===== config.mk =====
export PLATFORM = sky130hd
export DESIGN_NAME = video_sig_gen
export DESIGN_NICKNAME = d
export VERILOG_FILES = /design/src/rtl/video_timing_pkg.sv /design/src/rtl/wrap_counter.sv /design/src/rtl/video_sig_gen.sv
export SDC_FILE = /design/constraint.sdc
export NUM_CORES = 1
export LEC_CHECK = 0
export CAP_MARGIN = 10
export CORE_AREA = 2 2 118 63
export DETAILED_ROUTE_END_ITERATION = 12
export DIE_AREA = 0 0 120 65
export GPL_ROUTABILITY_DRIVEN = 0
export PLACE_DENSITY = 0.57
export SLEW_MARGIN = 0
export SYNTH_ARGS = -nofsm -noshare
export SYNTH_HDL_FRONTEND = slang
export SYNTH_SLANG_ARGS = --single-unit

===== constraint.sdc =====
create_clock -name clk_in -period 4 [get_ports clk_in]
set_input_delay 0.8 -clock clk_in [delete_from_list [all_inputs] [get_ports clk_in]]
set_output_delay 0.8 -clock clk_in [all_outputs]
set_load 0.05 [all_outputs]

===== src/rtl/video_timing_pkg.sv =====
// Shared raster-timing types and constants for the TMDS video path.
// Defaults describe 1280x720 @ 60 Hz on a 74.25 MHz pixel clock.
package video_timing_pkg;

    typedef enum logic [1:0] {H_ACTIVE, H_FP, H_SYNC, H_BP} h_phase_t;

    localparam int DEF_ACTIVE_H_PIXELS = 1280;
    localparam int DEF_H_FRONT_PORCH   = 110;
    localparam int DEF_H_SYNC_WIDTH    = 40;
    localparam int DEF_H_BACK_PORCH    = 220;
    localparam int DEF_ACTIVE_LINES    = 720;
    localparam int DEF_V_FRONT_PORCH   = 5;
    localparam int DEF_V_SYNC_WIDTH    = 5;
    localparam int DEF_V_BACK_PORCH    = 20;
    localparam int DEF_FPS             = 60;

    // TMDS control symbols, indexed by {c1, c0}; blue carries {vsync, hsync}.
    localparam logic [9:0] TMDS_CTRL_00 = 10'b1101010100;
    localparam logic [9:0] TMDS_CTRL_01 = 10'b0010101011;
    localparam logic [9:0] TMDS_CTRL_10 = 10'b0101010100;
    localparam logic [9:0] TMDS_CTRL_11 = 10'b1010101011;

endpackage


===== src/rtl/wrap_counter.sv =====
// Modulo-MAX up counter; wrap_out flags the enabled cycle that returns it to 0.
// One-cycle update latency, no backpressure (advances whenever en_in is high).
module wrap_counter #(
    parameter int MAX   = 4,
    parameter int WIDTH = 8
) (
    input  logic             clk_in,
    input  logic             rst_in,
    input  logic             en_in,
    output logic [WIDTH-1:0] count_out,
    output logic             wrap_out
);

    localparam logic [WIDTH-1:0] C_LAST = WIDTH'(MAX - 1);

    logic [WIDTH-1:0] r_count;

    assign wrap_out  = en_in && (r_count == C_LAST);
    assign count_out = r_count;

    always_ff @(posedge clk_in) begin
        if (rst_in) begin
            r_count <= '0;
        end else if (en_in) begin
            r_count <= wrap_out ? '0 : r_count + WIDTH'(1);
        end
    end

endmodule


===== src/rtl/video_sig_gen.sv =====
// Raster timing generator: position, active-draw, syncs, new-frame strobe, frame count.
// All outputs registered and decoded from the next position so they align with hcount/vcount.
module video_sig_gen
    import video_timing_pkg::*;
#(
    parameter int ACTIVE_H_PIXELS = DEF_ACTIVE_H_PIXELS,
    parameter int H_FRONT_PORCH   = DEF_H_FRONT_PORCH,
    parameter int H_SYNC_WIDTH    = DEF_H_SYNC_WIDTH,
    parameter int H_BACK_PORCH    = DEF_H_BACK_PORCH,
    parameter int ACTIVE_LINES    = DEF_ACTIVE_LINES,
    parameter int V_FRONT_PORCH   = DEF_V_FRONT_PORCH,
    parameter int V_SYNC_WIDTH    = DEF_V_SYNC_WIDTH,
    parameter int V_BACK_PORCH    = DEF_V_BACK_PORCH,
    parameter int FPS             = DEF_FPS
) (
    input  logic        clk_in,
    input  logic        rst_in,
    output logic [10:0] hcount_out,
    output logic [9:0]  vcount_out,
    output logic        hs_out,
    output logic        vs_out,
    output logic        ad_out,
    output logic        nf_out,
    output logic [5:0]  fc_out
);

    localparam int H_SYNC_START = ACTIVE_H_PIXELS + H_FRONT_PORCH;
    localparam int H_BP_START   = H_SYNC_START + H_SYNC_WIDTH;
    localparam int TOTAL_H      = H_BP_START + H_BACK_PORCH;
    localparam int V_SYNC_START = ACTIVE_LINES + V_FRONT_PORCH;
    localparam int V_SYNC_END   = V_SYNC_START + V_SYNC_WIDTH;
    localparam int TOTAL_V      = V_SYNC_END + V_BACK_PORCH;

    if (TOTAL_H > 2048 || TOTAL_V > 1024 || FPS < 1 || FPS > 64) begin : g_bad_params
        $error("video_sig_gen: timing totals do not fit the output counter widths");
    end

    localparam logic [10:0] C_H_FP   = 11'(ACTIVE_H_PIXELS);
    localparam logic [10:0] C_H_SYNC = 11'(H_SYNC_START);
    localparam logic [10:0] C_H_BP   = 11'(H_BP_START);
    localparam logic [9:0]  C_V_ACT  = 10'(ACTIVE_LINES);
    localparam logic [9:0]  C_VS_BEG = 10'(V_SYNC_START);
    localparam logic [9:0]  C_VS_END = 10'(V_SYNC_END);

    logic       r_running;
    h_phase_t   r_phase;
    h_phase_t   w_phase_next;
    logic       r_hs, r_vs, r_ad, r_nf;
    logic       w_hs_next;
    logic       w_h_wrap, w_v_wrap, w_fc_wrap_unused;
    logic [10:0] w_h_next;
    logic [9:0]  w_v_next;
    logic        w_nf_next;

    wrap_counter #(.MAX(TOTAL_H), .WIDTH(11)) u_hcount (
        .clk_in(clk_in), .rst_in(rst_in), .en_in(r_running),
        .count_out(hcount_out), .wrap_out(w_h_wrap)
    );

    wrap_counter #(.MAX(TOTAL_V), .WIDTH(10)) u_vcount (
        .clk_in(clk_in), .rst_in(rst_in), .en_in(w_h_wrap),
        .count_out(vcount_out), .wrap_out(w_v_wrap)
    );

    wrap_counter #(.MAX(FPS), .WIDTH(6)) u_fcount (
        .clk_in(clk_in), .rst_in(rst_in), .en_in(w_nf_next),
        .count_out(fc_out), .wrap_out(w_fc_wrap_unused)
    );

    // Position the counters will hold after this edge; stays (0,0) on the first cycle out of reset.
    assign w_h_next  = !r_running ? hcount_out : (w_h_wrap ? 11'd0 : hcount_out + 11'd1);
    assign w_v_next  = !w_h_wrap  ? vcount_out : (w_v_wrap ? 10'd0 : vcount_out + 10'd1);
    assign w_nf_next = r_running && (w_h_next == C_H_FP) && (w_v_next == C_V_ACT);

    always_ff @(posedge clk_in) begin
        if (rst_in) begin
            r_phase <= H_ACTIVE;
        end else begin
            r_phase <= w_phase_next;
        end
    end

    always_comb begin
        w_phase_next = r_phase;
        case (r_phase)
            H_ACTIVE: if (w_h_next == C_H_FP)   w_phase_next = H_FP;
            H_FP:     if (w_h_next == C_H_SYNC) w_phase_next = H_SYNC;
            H_SYNC:   if (w_h_next == C_H_BP)   w_phase_next = H_BP;
            H_BP:     if (w_h_next == 11'd0)    w_phase_next = H_ACTIVE;
            default:                            w_phase_next = H_ACTIVE;
        endcase
    end

    always_comb begin
        w_hs_next = (w_phase_next == H_SYNC);
    end

    always_ff @(posedge clk_in) begin
        if (rst_in) begin
            r_running <= 1'b0;
            r_hs      <= 1'b0;
            r_vs      <= 1'b0;
            r_ad      <= 1'b0;
            r_nf      <= 1'b0;
        end else begin
            r_running <= 1'b1;
            r_hs      <= w_hs_next;
            r_vs      <= (w_v_next >= C_VS_BEG) && (w_v_next < C_VS_END);
            r_ad      <= (w_h_next < C_H_FP) && (w_v_next < C_V_ACT);
            r_nf      <= w_nf_next;
        end
    end

    assign hs_out = r_hs;
    assign vs_out = r_vs;
    assign ad_out = r_ad;
    assign nf_out = r_nf;

endmodule


# == Word level (Yosys, flattened, before mapping) ==
# Index checks and enable logic that the tools add are counted.
# totals
output_inout_bits,31
register_bits,34
# op_classes
n_reduce_logical,9
eq_ne,11
mux,11
add_sub_neg,3
n_lt_le_gt_ge,4
# ops
op,n
$eq 11x11->1 const B,4
$mux 11,2
$eq 10x10->1 const B,2
$lt 10x10->1 const B,2
$mux 10,2
$add 11x1->11 const B,1
$logic_not 11->1,1
$lt 11x11->1 const B,1
$add 10x1->10 const B,1
$ge 10x10->1 const B,1
$mux 2,4
$pmux 2 s4,1
$logic_and 1x1->1,7
$add 6x1->6 const B,1
$eq 2x2->1 const B,3
$eq 6x6->1 const B,1
$mux 6,1
$eq 2x1->1 const B,1
$logic_not 2->1,1
$mux 1,1

# == Logic depth before layout (Yosys ltp) ==
# Gate-level depths: netlist of run 1.
# logic_depth
depth_word,9
mapped_depth,12
depth_no_buf,9

# == Hierarchy ==
# A second synthesis of run 1 with hierarchy kept.
# unflattened
hier_cells,288
hier_area_um2,2372.3
# by_module_without_submodules
module,cells_each,n_inst,area_per_inst_um2
video_sig_gen,138,1,1009.7
wrap_counter (u_hcount),64,1,593.1
wrap_counter (u_vcount),57,1,505.5
wrap_counter (u_fcount),29,1,264.0

# == Worst setup path before layout of run 1 ==
# OpenSTA, ideal clock, no wires.
# synth_path
path_kind,register -> register
start,register u_hcount.r_count[1] (netlist: u_hcount.count_out[1])
end,register u_fcount.r_count[4] (netlist: u_fcount.count_out[4])
setup_slack_ns,0.962
t_arrival_ns,2.921
synth_period_minus_slack_ns,3.038
stages_incl_launch_ff,10
n_path_buf,1
cell_sequence,dfxtp_1 -> ha_1 -> nand4_2 -> or4_1 -> o311ai_2 -> o2111ai_2 -> nor4_2 -> buf_4 -> o2111ai_1 -> a32o_1
# synth_between
elab_chain_len,9
# synth_lines
item,line_no,text
"start, declared",wrap_counter.sv:16,logic [WIDTH-1:0] r_count;
"start signal, assigned",wrap_counter.sv:25,r_count <= wrap_out ? '0 : r_count + WIDTH'(1);
"parallel branches: the longest is 6 deep, another holds $add 11x1->11",n/a,
$logic_and 1x1->1 (*),video_sig_gen.sv:73,assign w_nf_next = r_running && (w_h_next == C_H_FP) && (w_v_next == C_V_ACT);
$logic_and 1x1->1,wrap_counter.sv:18,assign wrap_out = en_in && (r_count == C_LAST);
$mux 6,wrap_counter.sv:25,
"end signal, assigned",wrap_counter.sv:25,
"end, declared",wrap_counter.sv:16,
# Every way passes the cells marked *.
# A chain may end at the register's enable or synchronous reset.

# == Worst setup path after layout of run 1 ==
# layout_path
start,register u_hcount.r_count[0] (netlist: u_hcount.count_out[0])
end,register u_fcount.r_count[4] (netlist: u_fcount.count_out[4])
# The elaborated chain is that of the path after synthesis.

==> impl_metrics.ini, run 1 <==
[status]
status = complete, no violations

[setup_path]
cp.depth = 9
r2r_cells = 9
rr_startpoint = u_hcount.count_out[0]
cp-end-kind = register
crit_start = u_hcount.count_out[0]
crit_path_end = u_fcount.count_out[4]
crit_path_max_incr_delay_ps = 590
cp_slowest_cell = or4_1
critPathMaxFanout = 12
cp-start-kind = register
critPathArrivalTime_ps = 3210
ff2ff_setup_slack_ps = 960
critical_path_class = reg2reg
critical-path-top-delay-family = simple AND/OR/NAND/NOR gates
crit_required_ps = 4170
reg2reg_to = u_fcount.count_out[4]
crit_chain = ha_1, nand4_2, or4_1, o311ai_2, o2111ai_2, nor4_2, buf_4, o2111ai_1, a32o_1
worst-path-buf-inv = 1

[sta]
period_minus_slack_ps = 3040
hold_viol_final = 0
skew_ps = 6.88
rsz0062_at_grt = no
max-slew-margin-rel_pct = 58.1
tns_ps = 0
fmax_mhz = 328
layout_setup_ws_ps = 955
post-route-period-util_pct = 76.1
final_max_slew_viol_count = 0
worstMarginPinSlew_ps = 628
hold_ws_ps = 561
setup_viol = 0

[finish]
diodes = 0
nNetsFinal = 325
stdcell_area_um2 = 2830
final_cell_count_no_fill = 415
layout-drive-gt1-share_pct = 6.90
n_fill_cell = 701
syn_to_final_growth_pct = 23.2

[yosys]
netlist_top_cells_area = dfxtp_1, nor2_1, xnor2_1
yosysTopAreaCell = dfxtp_1
synth_cell_type_count = 63
syn_area_per_cell_um2 = 7.73
synth_commonest_cells = dfxtp_1, nor2_1, nand2_1
synth_seq_area_share_pct = 29.7
ys_ff_latch = 34
synth_warnings = 0
synth-main-ff-cell = dfxtp_1
syn-num-nets = 304
syn_inst = 297
synth-edff-count = 0
yosysTopAreaCellShare_pct = 29.7
synth_area_um2 = 2290
async_flop_share_pct = 0

[global_routing]
grt-ovfl-total = 0
antenna_found_initial = 0
first_global_vias = 1934
grt_usage_pct = 17.1
grt_first_pass_wirelength_um = 10600
grt_max_degree = 22

[clock_network]
htreeDepth = 2
cts_tree = done
cts_num_sinks = 34
clockBufferDepth = 2
clock_latency_ps = 280
cts_setup_buffers = 0
cts.clk_slew.worst_paths_ps = 60
cts_root_buffer = clkbuf_16
postCtsResizedCells = 0
cts_made_buffers = 5
cts_hold_buf = 0

[power_and_ir_drop]
power.density_nw_per_um2 = 287
ir_drop_uv = 222
power.leakage_nw = 0.967

[drt]
drt_iter0_drc = 236
ant_nets = 0
vias = 2257
routedWlPerCell_um = 15.2
via_per_inst = 5.44
first_pass_iters = 4
routed_wirelength_um = 6310
drc = 0

[die]
die_w_um = 120
placementRows = 22
start_util_pct = 33.2
core_area_um2 = 6910
io_pins = 33
die_area_um2 = 7800
die_h_um = 65

[placement]
placed_cells = 407
dp_hpwl_um = 4690
post-place-ws_ps = 990
numPortBuffers = 32
postPlaceCellArea_um2 = 2660

[job]
maxCapViolCount = 0

[hold_path]
min_path_type = reg2reg
## layer usage
layer | GRT usage, % | up-vias | part of all wire [%]
met2 | 19.9 | 76 | 35
li1 | - | 1129 | -
met4 | 3.09 | 0 | 0.54
met1 | 29.6 | 1048 | 58
met3 | 3.52 | 4 | 7.3
met5 | 0 | - | 0
## registers in the layout, summed over array words and instances (netlist names)
register and count:
u_hcount.count_out 11, u_vcount.count_out 10, u_fcount.count_out 6, r_phase 2
ad_out 1, hs_out 1, nf_out 1, r_running 1
vs_out 1
## cells in the final DEF (no fill, tap or decap), types with 4 or more instances in the layout
| cell | Yosys | routed |
|---|---|---|
| a21oi_1 | 18 | 18 |
| a31oi_1 | 5 | 5 |
| and3_1 | 11 | 11 |
| buf_4 | 2 | 4 |
| clkbuf_16 | 0 | 5 |
| clkdlybuf4s50_1 | 0 | 32 |
| dfxtp_1 | 34 | 34 |
| ha_1 | 5 | 5 |
| inv_1 | 10 | 10 |
| mux2i_1 | 5 | 5 |
| nand2_1 | 22 | 22 |
| nand2b_1 | 6 | 6 |
| nand3_1 | 13 | 13 |
| nand4_1 | 5 | 5 |
| nor2_1 | 34 | 34 |
| nor3_1 | 15 | 15 |
| nor4_1 | 7 | 7 |
| o21ai_0 | 5 | 5 |
| xnor2_1 | 11 | 11 |
| xor2_1 | 5 | 5 |
## worst min-delay path by stage
stage                       endpoint                   from  depth (start not counted)  slack (ps)
6_report                  r_phase[1]             r_phase[1]                          2         560
3_5_place_dp              r_phase[1]             r_phase[1]                          2         530
3_3_place_gp              r_phase[1]             r_phase[1]                          2         540
2_1_floorplan             r_phase[1]             r_phase[1]                          2         500
4_1_cts        u_fcount.count_out[5]  u_fcount.count_out[5]                          1         560
5_1_grt        u_fcount.count_out[5]  u_fcount.count_out[5]                          1         580
## metrics by stage
| stage | utilization (%) | power (mW) |
|---|---|---|
| after floorplan | - | 0.381 |
| after global placement | 38.5 | 0.394 |
| after detailed placement | 38.5 | 0.393 |
| after CTS | 40.9 | 0.817 |
| after global routing | 40.9 | 0.844 |
| final | 40.9 | 0.810 |
## cell families (layout without fill, tap and decap cells)
| logic type | Yosys count | in the layout | share of synthesized area (%) |
|---|---|---|---|
| xor gates and xnor gates | 16 | 16 | 6.11 |
| buffers and inverters | 32 | 54 | 6.22 |
| adders and majority gates | 5 | 5 | 2.73 |
| AOI/OAI and AO/OA | 64 | 64 | 20.0 |
| muxes | 5 | 5 | 2.18 |
| DFF | 34 | 34 | 29.7 |
| and+or+nand+nor | 141 | 141 | 33.1 |
## report_power, final
part	switching [mW]	total, mW	internal [mW]	leakage, nW
logic	0.0248	0.0382	0.0134	0.609
registers	0.00686	0.348	0.342	0.275
clock network	0.142	0.423	0.282	0.0832
## final cells by class
| type | count | area, um^2 | area share (%) |
|---|---|---|---|
| inverters | 10 | 37.5 | 1.33 |
| flip-flops and latches | 34 | 681 | 24.1 |
| well taps | 96 | 120 | 4.25 |
| multi-input cells | 231 | 1470 | 52.1 |
| clock buffers | 8 | 166 | 5.89 |
| repair buffers | 36 | 350 | 12.4 |
## worst register-to-register path, delay by kind of cell (launching register included)
kind	cells	cell delay, ps
and+or+nand+nor	3	1050
AOI/OAI and AO/OA	4	750
DFF	1	540
adders and majority gates	1	380
buffers and inverters	1	220
Note: power is estimated with default switching activity, not from simulation.
==> run 2: changes to the inputs <==
==> constraint.sdc (replaced) <==
create_clock -name clk_in -period 3 [get_ports clk_in]
set_input_delay 0.6 -clock clk_in [delete_from_list [all_inputs] [get_ports clk_in]]
set_output_delay 0.6 -clock clk_in [all_outputs]
set_load 0.05 [all_outputs]
==> run 2 against run 1 <==
  * Sequential cell count is the same
  * Critical endpoint unchanged
  * Worst hold slack worse by 17 ps
  * Die area unchanged
  * Critical path depth stayed put
  * Largest cell class unchanged
  * Clock power rose by 22%
  * Sequential share of layout area decreased by 0.75 points
  * Cell count increased by 2.9%
  * Via count grew 3.7%
==> impl_metrics.ini, run 2 (same netlist as run 1, synthesis figures left out) <==
[status]
status = complete, no violations

[clock_network]
htreeDepth = 2
postCtsResizedCells = 0
cts_tree = done
cts_hold_buf = 0
clockBufferDepth = 2
cts_setup_buffers = 0
cts.clk_slew.worst_paths_ps = 50
cts_num_sinks = 34
clock_latency_ps = 280
cts_root_buffer = clkbuf_16
cts_made_buffers = 5

[finish]
nNetsFinal = 337
mostFrequentLayoutCell = nor2_1
final_cell_count_no_fill = 427
largest_reg_flops = 11
syn_to_final_growth_pct = 27.4
layout_common_cells = nor2_1, dfxtp_1, clkdlybuf4s50_1
diodes = 0
layout-drive-gt1-share_pct = 11.2

[global_routing]
grt-ovfl-total = 0
antenna_found_initial = 0
grt_usage_pct = 17.2
first_global_vias = 1993
grt_max_degree = 21
grt_first_pass_wirelength_um = 10500

[drt]
top_layer = met4
routedWlPerCell_um = 15.3
via_per_inst = 5.48
first_pass_iters = 4
vias = 2340
drc = 0
wl_met2_um = 2330
ant_nets = 0
routed_wirelength_um = 6540
wl_met3_um = 525
wl_met1_um = 3660
drt_iter0_drc = 244

[setup_path]
critPathMaxFanout = 16
critical_path_class = reg2reg
critPathArrivalTime_ps = 2990
crit_path_max_incr_delay_ps = 660
worst-path-buf-inv = 2
crit_chain = nand3_1, buf_4, o31a_1, nor3_1, nand4_1, nor4_2, buf_4, o2111ai_1, a32o_1
critical-path-top-delay-family = simple AND/OR/NAND/NOR gates
cp-start-kind = register
crit_top_cell = buf_4
crit_required_ps = 3170
cp-end-kind = register
cp_slowest_cell = dfxtp_1

[job]
maxCapViolCount = 0

[sta]
tns_ps = 0
period_minus_slack_ps = 2820
worstMarginPinSlew_ps = 658
hold_ws_ps = 544
rsz0062_at_grt = no
post-route-period-util_pct = 94.1
skew_ps = 3.43
fmax_mhz = 354
setup_viol = 0
max-slew-margin-rel_pct = 55.8
final_max_slew_viol_count = 0
hold_viol_final = 0

[die]
die_h_um = 65
start_util_pct = 33.2
core_area_um2 = 6910
die_area_um2 = 7800
die_w_um = 120
placementRows = 22
io_pins = 33

[placement]
numPortBuffers = 32
dp_hpwl_um = 4850
placed_cells = 419

[hold_path]
min_path_type = reg2reg

[power_and_ir_drop]
power.density_nw_per_um2 = 355
power.leakage_nw = 1.02
ir_drop_uv = 259
==> run 2: path summary, 6_finish.rpt <==
| kind | start | to | slack (ps) | depth (start not counted) |
|---|---|---|---|---|
| max | r_running | u_fcount.count_out[4] | 180 | 9 |
| min | r_phase[1] | r_phase[1] | 540 | 2 |
| max reg2reg | r_running | u_fcount.count_out[4] | 180 | 9 |
| min reg2reg | r_phase[1] | r_phase[1] | 540 | 2 |
==> run 2: routing by layer <==
layer	vias to the layer above	global-route usage, %
met5	-	0
li1	1151	-
met1	1102	28.4
met3	2	5.46
met4	0	2.65
met2	85	20.4
==> run 2: worst min-delay path, delay by kind of cell, from the launching register on <==
family / cells / cell delay (ps)
AND/OR/NAND/NOR: 1 / 90
AO/OA/AOI/OAI: 1 / 50
flip-flops: 1 / 350
==> run 2: area by class of cell <==
cell class	instances	area [um^2]
clock buffer	6	139
clock inverter	2	12.5
fill	697	3990
inverter	10	37.5
multi-input combinational	231	1480
sequential	34	682
tap	96	120
timing repair buffer	48	453
==> run 2: report_power, final <==
group	switching, mW	total (mW)	internal [mW]
Clock	0.189	0.518	0.328
Combinational	0.0367	0.0574	0.0207
Sequential	0.00710	0.463	0.456
==> run 2: metrics by stage <==
stage	setup slack (ps)	power, mW	util, %	area (um^2)
5_1_grt	14.1	1.09	42.3	2920
3_5_place_dp	177	0.529	40.0	2760
2_1_floorplan	36.2	0.508	-	2300
6_report	178	1.04	42.3	2920
3_3_place_gp	166	0.529	40.0	2760
4_1_cts	131	1.05	42.2	2920
